--- config.mk ---
export PLATFORM = sky130hd
export DESIGN_NAME = pc_gen
export DESIGN_NICKNAME = d
export VERILOG_FILES = /design/src/rtl/pc_gen.sv
export SDC_FILE = /design/constraint.sdc
export NUM_CORES = 1
export LEC_CHECK = 0
export ABC_AREA = 1
export BUFFER_PORTS_ARGS = -buffer_cell sky130_fd_sc_hd__buf_2
export CORE_ASPECT_RATIO = 0.6
export CORE_UTILIZATION = 57
export DETAILED_ROUTE_END_ITERATION = 6
export PLACE_DENSITY = 0.95
export SETUP_SLACK_MARGIN = 0.5
export SYNTH_ARGS = -nofsm -noshare
export SYNTH_HDL_FRONTEND = slang
export SYNTH_SLANG_ARGS = --single-unit
--- constraint.sdc ---
create_clock -name clk -period 3.85 [get_ports clk]
set_clock_uncertainty 0.15 [all_clocks]
set_input_delay 0.1925 -clock clk [delete_from_list [all_inputs] [get_ports clk]]
set_output_delay 0.1925 -clock clk [all_outputs]
set_load 0.05 [all_outputs]
--- src/rtl/pc_gen.sv ---
// Program-counter generator: owns the fetch PC, arbitrates prioritised redirect
// sources, holds a redirect across fetch stalls and traps misaligned targets.
module pc_gen #(
  parameter int unsigned         PC_WIDTH     = 64,
  parameter int unsigned         NUM_REDIRECT = 3,
  parameter int unsigned         INSTR_BYTES  = 4,
  parameter logic [PC_WIDTH-1:0] RESET_PC     = '0,
  parameter logic [PC_WIDTH-1:0] TRAP_VEC     = PC_WIDTH'(32'h100),
  localparam int unsigned        SRC_W        = (NUM_REDIRECT > 1) ? $clog2(NUM_REDIRECT) : 1
) (
  input  logic                             clk,
  input  logic                             rst,
  input  logic                             stall,
  input  logic [NUM_REDIRECT-1:0]          redirect_valid,
  input  logic [NUM_REDIRECT*PC_WIDTH-1:0] redirect_addr,
  output logic [PC_WIDTH-1:0]              pc,
  output logic                             flush,
  output logic [SRC_W-1:0]                 redirect_src,
  output logic                             pending,
  output logic                             misaligned,
  output logic [PC_WIDTH-1:0]              bad_addr
);

  localparam logic [PC_WIDTH-1:0] ALIGN_MASK = PC_WIDTH'(INSTR_BYTES - 1);
  localparam logic [PC_WIDTH-1:0] STEP       = PC_WIDTH'(INSTR_BYTES);

  logic [PC_WIDTH-1:0] pc_q, pc_d;
  logic                flush_q, flush_d;
  logic [SRC_W-1:0]    src_q, src_d;
  logic                held_q, held_d;
  logic [SRC_W-1:0]    held_idx_q, held_idx_d;
  logic [PC_WIDTH-1:0] held_tgt_q, held_tgt_d;
  logic                mis_q, mis_d;
  logic [PC_WIDTH-1:0] bad_q, bad_d;

  logic                new_vld_s;
  logic [SRC_W-1:0]    new_idx_s;
  logic [PC_WIDTH-1:0] new_tgt_s;
  logic                take_new_s;
  logic                cand_vld_s;
  logic [SRC_W-1:0]    cand_idx_s;
  logic [PC_WIDTH-1:0] cand_tgt_s;

  // Lowest-index valid source wins; the descending scan lets it overwrite the rest.
  always_comb begin
    new_vld_s = 1'b0;
    new_idx_s = '0;
    new_tgt_s = '0;
    for (int i = NUM_REDIRECT - 1; i >= 0; i--) begin
      new_idx_s = redirect_valid[i] ? SRC_W'(i) : new_idx_s;
      new_tgt_s = redirect_valid[i] ? redirect_addr[i*PC_WIDTH +: PC_WIDTH] : new_tgt_s;
      new_vld_s = new_vld_s | redirect_valid[i];
    end
  end

  // Next-state selection for PC, held redirect and trap reporting.
  always_comb begin
    pc_d       = pc_q;
    flush_d    = 1'b0;
    src_d      = src_q;
    held_d     = held_q;
    held_idx_d = held_idx_q;
    held_tgt_d = held_tgt_q;
    mis_d      = 1'b0;
    bad_d      = bad_q;

    take_new_s = new_vld_s && (!held_q || (new_idx_s <= held_idx_q));
    cand_vld_s = take_new_s || held_q;
    cand_idx_s = take_new_s ? new_idx_s : held_idx_q;
    cand_tgt_s = take_new_s ? new_tgt_s : held_tgt_q;

    if (stall) begin
      if (take_new_s) begin
        held_d     = 1'b1;
        held_idx_d = new_idx_s;
        held_tgt_d = new_tgt_s;
      end else begin
        held_d     = held_q;
      end
    end else if (cand_vld_s) begin
      held_d  = 1'b0;
      flush_d = 1'b1;
      src_d   = cand_idx_s;
      if ((cand_tgt_s & ALIGN_MASK) == '0) begin
        pc_d = cand_tgt_s;
      end else begin
        pc_d  = TRAP_VEC;
        mis_d = 1'b1;
        bad_d = cand_tgt_s;
      end
    end else begin
      pc_d = pc_q + STEP;
    end
  end

  // State registers; reset dominates and discards any held redirect.
  always_ff @(posedge clk) begin
    if (rst) begin
      pc_q       <= RESET_PC;
      flush_q    <= 1'b0;
      src_q      <= '0;
      held_q     <= 1'b0;
      held_idx_q <= '0;
      held_tgt_q <= '0;
      mis_q      <= 1'b0;
      bad_q      <= '0;
    end else begin
      pc_q       <= pc_d;
      flush_q    <= flush_d;
      src_q      <= src_d;
      held_q     <= held_d;
      held_idx_q <= held_idx_d;
      held_tgt_q <= held_tgt_d;
      mis_q      <= mis_d;
      bad_q      <= bad_d;
    end
  end

  assign pc           = pc_q;
  assign flush        = flush_q;
  assign redirect_src = src_q;
  assign pending      = held_q;
  assign misaligned   = mis_q;
  assign bad_addr     = bad_q;

endmodule

==> results of run 1 <==
## layout by cell type (no fill, tap or decap), types with 7 or more instances in the layout
| cell | count |
|---|---|
| nor2_1 | 219 |
| nand3_1 | 133 |
| inv_1 | 147 |
| clkbuf_16 | 17 |
| dfxtp_1 | 199 |
| nand2_1 | 710 |
| o21ai_0 | 151 |
| a21oi_1 | 129 |
| a22o_1 | 33 |
| xnor2_1 | 7 |
| inv_2 | 7 |
| buf_2 | 330 |
| buf_4 | 20 |
| nand4_1 | 35 |
## area by class of cell
type | instances | area [um^2]
clock buffers | 18 | 429.2
clock inverters | 12 | 131.4
fillers | 1682 | 5627
inverters | 155 | 581.8
multi-input cells | 1461 | 6485
flip-flops and latches | 199 | 3984
well taps | 266 | 332.8
repair buffers | 350 | 1802
## kinds of logic after synthesis
group / synth area share, %
and+or+nand+nor: 39.65
AOI/OAI and AO/OA: 15.75
buffers and inverters: 9.027
DFF: 34.71
xor gates and xnor gates: 0.5342
adders and majority gates: 0.3271
## stage by stage
stage	std cells	setup slack [ns]
CTS	2461	1.001
floorplan	1915	1.291
finish	2461	0.9346
global route	2461	0.7526
global placement	2431	0.9678
detailed placement	2431	0.7847
## flip-flops by register name (all words and copies together), names as in the netlist
| name | count |
|---|---|
| flush | 1 |
| pc | 64 |
| redirect_src | 2 |
| held_tgt_q | 64 |
| bad_addr | 64 |
| pending | 1 |
| held_idx_q | 2 |
| misaligned | 1 |
## worst max-delay path, cell delays in order, from the launching register on
cell	delay, ns
dfxtp_1	0.33
inv_1	0.07
ha_1	0.31
a21oi_1	0.28
nand2_1	0.11
nand2_2	0.12
nand2_1	0.09
nand3_1	0.15
nand2_2	0.08
buf_4	0.25
inv_2	0.49
nand2_1	0.16
a21oi_1	0.19
## how the worst max path moves through the flow
stage	end	from
6_report	bad_addr[40]	held_idx_q[1]
5_1_grt	bad_addr[40]	held_idx_q[1]
4_1_cts	bad_addr[40]	held_idx_q[1]
3_5_place_dp	bad_addr[43]	redirect_valid[2]
3_3_place_gp	bad_addr[48]	redirect_valid[2]
2_1_floorplan	bad_addr[27]	redirect_valid[1]
## power breakdown
group | switching (W) | internal (W)
Sequential | 0.000162 | 0.00223
Clock | 0.000841 | 0.000949
Combinational | 0.00110 | 0.000384
## layer usage
layer / up-vias / GRT usage, %
met2: 1015 / 62.21
li1: 6688 / -
met5: - / 0
met1: 6466 / 60.66
met3: 94 / 8.145
met4: 0 / 14.93
==> impl_metrics.py, run 1 <==
metrics = {
    "routing": {
        "dr_total_vias": 14263,
        "wl_met3_um": 5584,
        "wl_met2_um": 17860,
        "drtIter0Drc": 1875,
        "antenna_left": 0,
        "drt_first_pass_iters": 6,
        "vias_per_cell": 5.796,
        "wl_met1_um": 18600,
        "wire_per_inst_um": 17.59,
        "top_layer": "met4",
        "drc": 0,
        "routed_wl_um": 43290,
    },
    "hold_path": {
        "hold_end": "pc[0]",
        "whs_path_depth": 5,
        "min_path_type": "primary input to register",
        "hold_path_startpoint": "stall",
    },
    "floorplanning": {
        "ios": 331,
        "rows": 39,
        "die_h_um": 111.9,
        "initial_utilization_pct": 59.25,
        "coreArea_um2": 19370,
        "die_width_um": 185.2,
        "die_area_um2": 20730,
    },
    "timing": {
        "rsz0062_at_grt": "false",
        "worst_pin_slew_ns": 0.9749,
        "drv_slew": 0,
        "period_needed_ns": 2.915,
        "fmax_mhz": 343.0,
        "finalSetupViolCount": 0,
        "max-slew-margin-rel_pct": 34.94,
        "fin_crit_sh_pct": 75.72,
        "worst_hold_slack_ns": 0.08048,
        "hold_viol": 0,
        "timing.setup.tns_ns": 0,
    },
    "cells_and_area": {
        "layout.nets": 2385,
        "drive_gt1_share_pct": 18.41,
        "antenna_cells": 0,
        "final_util_pct": 70.96,
        "fin_area_um2": 13750,
        "syn2layout_area_growth_pct": 19.76,
    },
    "status": {
        "status": "completed",
    },
    "yosys": {
        "synth.top_cell.area_share_pct": 34.71,
        "synth-edff-count": 0,
        "synth_top_area_cell": "dfxtp_1",
        "ys_ff_latch": 199,
        "synthDistinctLibCells": 34,
        "syn_area_um2": 11480,
        "avgSynthCellArea_um2": 5.993,
        "ys_top_cells_by_count": "nand2_1 (711), nor2_1 (222), dfxtp_1 (199)",
        "yosys_warnings": 0,
        "synth_ff_type": "dfxtp_1",
        "synthCells": 1915,
        "yosysSeqAreaShare_pct": 34.71,
        "yosys-top-cells-area": "dfxtp_1 (35%), nand2_1 (23%), nor2_1 (7.3%)",
        "yosys.cell_count.top_type": "nand2_1",
        "syn-num-nets": 2116,
        "async_reset_ff_share_pct": 0,
    },
    "global_route": {
        "grt_first_pass_wirelength_um": 67630,
        "antenna_found_initial": 2,
        "gr-total-overflow": 0,
        "grt_usage_pct": 42.09,
        "grt_pass1_vias": 12653,
        "grt_max_degree": 98,
    },
    "clocking": {
        "ctsResizeCount": 0,
        "clk_latency_ns": 0.45,
        "numCtsBuffers": 17,
        "ctsHoldBuffers": 0,
        "root_buffer": "clkbuf_16",
        "cts_buffer_depth": 2,
        "cts_tree": "done",
        "clkSlewWorstSetupHoldPaths_ns": 0.07,
        "clock_sinks": 199,
        "post_cts_buffers": 0,
        "htreeDepth": 4,
    },
    "place": {
        "port-buffer-count": 330,
        "dp.final_hpwl_um": 32160,
        "dpl_cell_area_um2": 13190,
        "finalWeightedCongestion": 0.9978,
    },
    "critical_path": {
        "end_kind": "register",
        "worstSetupPathType": "register to register",
        "reg2reg_from": "held_idx_q[1]",
        "ff2ff_path_depth": 12,
        "path_max_fanout": 38,
        "critPathLaunchType": "register",
        "reg2reg_slack_ns": 0.93,
        "cp.required_ns": 4.06,
        "timing.rr.end": "bad_addr[40]",
        "worstPathArrival_ns": 3.13,
    },
    "flow_run": {
        "maxCapViolCount": 0,
    },
    "power_and_ir_drop": {
        "power_w": 0.005661,
        "p_per_area_nw_per_um2": 411.8,
        "vdd_drop_max_uv": 306.3,
        "leakagePower_nw": 6.630,
    },
}
Note: power is estimated with default switching activity, not from simulation.
==> run 2: changes to the inputs <==
--- a/config.mk
+++ b/config.mk
@@ -8,9 +8,9 @@
 export ABC_AREA = 1
 export BUFFER_PORTS_ARGS = -buffer_cell sky130_fd_sc_hd__buf_2
 export CORE_ASPECT_RATIO = 0.6
-export CORE_UTILIZATION = 57
+export CORE_UTILIZATION = 48
 export DETAILED_ROUTE_END_ITERATION = 6
-export PLACE_DENSITY = 0.95
+export PLACE_DENSITY = 0.88
 export SETUP_SLACK_MARGIN = 0.5
 export SYNTH_ARGS = -nofsm -noshare
 export SYNTH_HDL_FRONTEND = slang
==> constraint.sdc (replaced) <==
create_clock -name clk -period 2.6 [get_ports clk]
set_clock_uncertainty 0.15 [all_clocks]
set_input_delay 0.13 -clock clk [delete_from_list [all_inputs] [get_ports clk]]
set_output_delay 0.13 -clock clk [all_outputs]
set_load 0.05 [all_outputs]
==> run 2 against run 1 <==
Against the previous run:
- routed wire length grew 8.4%
- cell count grew 4.5%
- hold slack lost 0.078 ns
- sequential share of layout area shrank 2.0 points
- combinational power grew 71%
- critical endpoint is now pc[47]
- largest cell class unchanged
- largest power group unchanged
==> impl_metrics.py, run 2 (synthesis gave the netlist of run 1 again) <==
metrics = {
    "status": {
        "status": "completed",
    },
    "routing": {
        "drt_first_pass_iters": 6,
        "dr_total_vias": 14151,
        "antenna_left": 0,
        "drc": 0,
        "wl_met3_um": 5058,
        "routed_wl_um": 46930,
        "wire_per_inst_um": 18.25,
        "drtIter0Drc": 1744,
        "wl_met2_um": 19740,
        "wl_met1_um": 21150,
        "vias_per_cell": 5.502,
        "top_layer": "met4",
    },
    "clocking": {
        "htreeDepth": 4,
        "clock_sinks": 199,
        "numCtsBuffers": 17,
        "clkSlewWorstSetupHoldPaths_ns": 0.07,
        "cts_buffer_depth": 2,
        "clk_latency_ns": 0.46,
        "cts_tree": "done",
        "root_buffer": "clkbuf_16",
    },
    "critical_path": {
        "ff2ff_path_depth": 14,
        "worstPathArrival_ns": 2.44,
        "end_kind": "register",
        "path_delay_family": "simple AND/OR/NAND/NOR gates",
        "cp.required_ns": 2.85,
        "cp.depth": 14,
        "critPathMaxStageDelay_ns": 0.33,
        "worstSetupPathType": "register to register",
        "critPathSlowestCell": "dfxtp_2",
        "path_max_fanout": 4,
        "worstPathCellList": "inv_2, ha_4, a21oi_4, a21oi_4, nand2_2, nand2_4, nand2_4, nor2_4, buf_6, clkbuf_16, nand2_2, nand3_1, nand2_1, inv_1",
        "crit_buf_inv": 4,
        "critPathLaunchType": "register",
    },
    "timing": {
        "worst_hold_slack_ns": 0.002802,
        "drv_slew": 0,
        "hold_viol": 0,
        "rsz0062_at_grt": "true",
        "finalSetupViolCount": 0,
        "fin_ws_ns": 0.4003,
        "timing.setup.tns_ns": 0,
        "max-slew-margin-rel_pct": 54.14,
        "period_needed_ns": 2.200,
        "fmax_mhz": 454.6,
        "fin_crit_sh_pct": 84.60,
        "worst_pin_slew_ns": 0.6879,
    },
    "floorplanning": {
        "initial_utilization_pct": 49.27,
        "coreArea_um2": 23300,
        "ios": 331,
        "rows": 43,
        "die_area_um2": 24550,
        "die_width_um": 201.6,
        "die_h_um": 121.8,
    },
    "global_route": {
        "antenna_found_initial": 0,
        "grt_first_pass_wirelength_um": 70990,
        "gr-total-overflow": 0,
        "grt_usage_pct": 37.39,
        "grt_max_degree": 99,
        "grt_pass1_vias": 12619,
    },
    "place": {
        "dpl_cell_area_um2": 13750,
        "port-buffer-count": 330,
        "finalWeightedCongestion": 1.028,
        "pre_cts_slack_ns": 0.1482,
        "dp.final_hpwl_um": 34510,
    },
    "cells_and_area": {
        "drive_gt1_share_pct": 24.90,
        "nFillCells": 2160,
        "fin_area_um2": 14920,
        "layout.nets": 2445,
        "antenna_cells": 0,
        "layout_commonest_cell": "nand2_1",
        "syn2layout_area_growth_pct": 30.02,
        "final_util_pct": 64.06,
        "final_cell_mix": "nand2_1 (686), buf_2 (330), nor2_1 (197), dfxtp_1 (165), inv_1 (144)",
    },
    "hold_path": {
        "whs_path_depth": 6,
        "min_path_type": "primary input to register",
    },
    "power_and_ir_drop": {
        "vdd_drop_max_uv": 447.4,
        "leakagePower_nw": 7.122,
        "p_per_area_nw_per_um2": 602.9,
    },
    "flow_run": {
        "maxCapViolCount": 0,
    },
}
==> run 2: cell count changes in the layout (fill, tap and decap cells not counted), moves of 7 or more <==
cell,previous run,this run
nand2_2,6,22
o21ai_1,1,33
dfxtp_1,199,165
nor2_1,219,197
nor2_4,4,11
nor2_2,4,19
buf_4,20,58
o21ai_0,151,117
dfxtp_2,0,32
nand2_4,1,8
nand2_1,710,686
buf_12,0,8
==> run 2: area by class of cell <==
type                       count  area (um^2)  share of cell area (%)
clock buffer                  20        446.7                   2.993
clock inverter                12        190.2                   1.274
inverter                     155        589.3                   3.949
multi-input combinational   1461         6775                   45.40
sequential                   199         4031                   27.01
tap                          315        394.1                   2.641
timing repair buffer         410         2496                   16.73
==> run 2: timing repair <==
item / CTS / global route
hold buffers: 2 / 0
resized for setup: 28 / 79
endpoints found under the setup margin: 112 / 122
buffers inserted: 6 / 6
endpoints found under the hold margin: 3 / 0
gates cloned: 2 / 4
pin swaps: 11 / 19
==> run 2: per-stage QoR <==
stage | total power (W) | std cells
floorplan | 0.005107 | 1915
global placement | 0.005835 | 2520
detailed placement | 0.005883 | 2520
CTS | 0.008823 | 2562
global route | 0.009324 | 2572
finish | 0.008997 | 2572
==> run 2: tightest hold or removal path, delay by kind of cell <==
family	cells	cell delay, ns
simple gates	4	0.25
buf+inv	1	0.08
compound gates	1	0.12
==> run 2: path summary, 6_finish.rpt <==
| check | slack [ns] | start | endpoint |
|---|---|---|---|
| setup / recovery | 0.40 | held_idx_q[1] | pc[47] |
| hold / removal | 0.003 | redirect_addr[146] | held_tgt_q[18] |
| setup reg to reg | 0.40 | held_idx_q[1] | pc[47] |
| hold reg to reg | 0.30 | pc[1] | pc[1] |
==> run 2: layer usage <==
layer,vias to the layer above,global-route usage (%)
met5,-,0
met4,0,9.754
met3,75,7.999
met2,800,56.77
met1,6471,53.51
li1,6805,-
==> run 2: power breakdown <==
part	total, W	internal [W]	switching [W]
sequential	0.00355	0.00331	0.000241
combinational	0.00253	0.000776	0.00175
clock	0.00292	0.00166	0.00126
total	0.00900	0.00574	0.00326
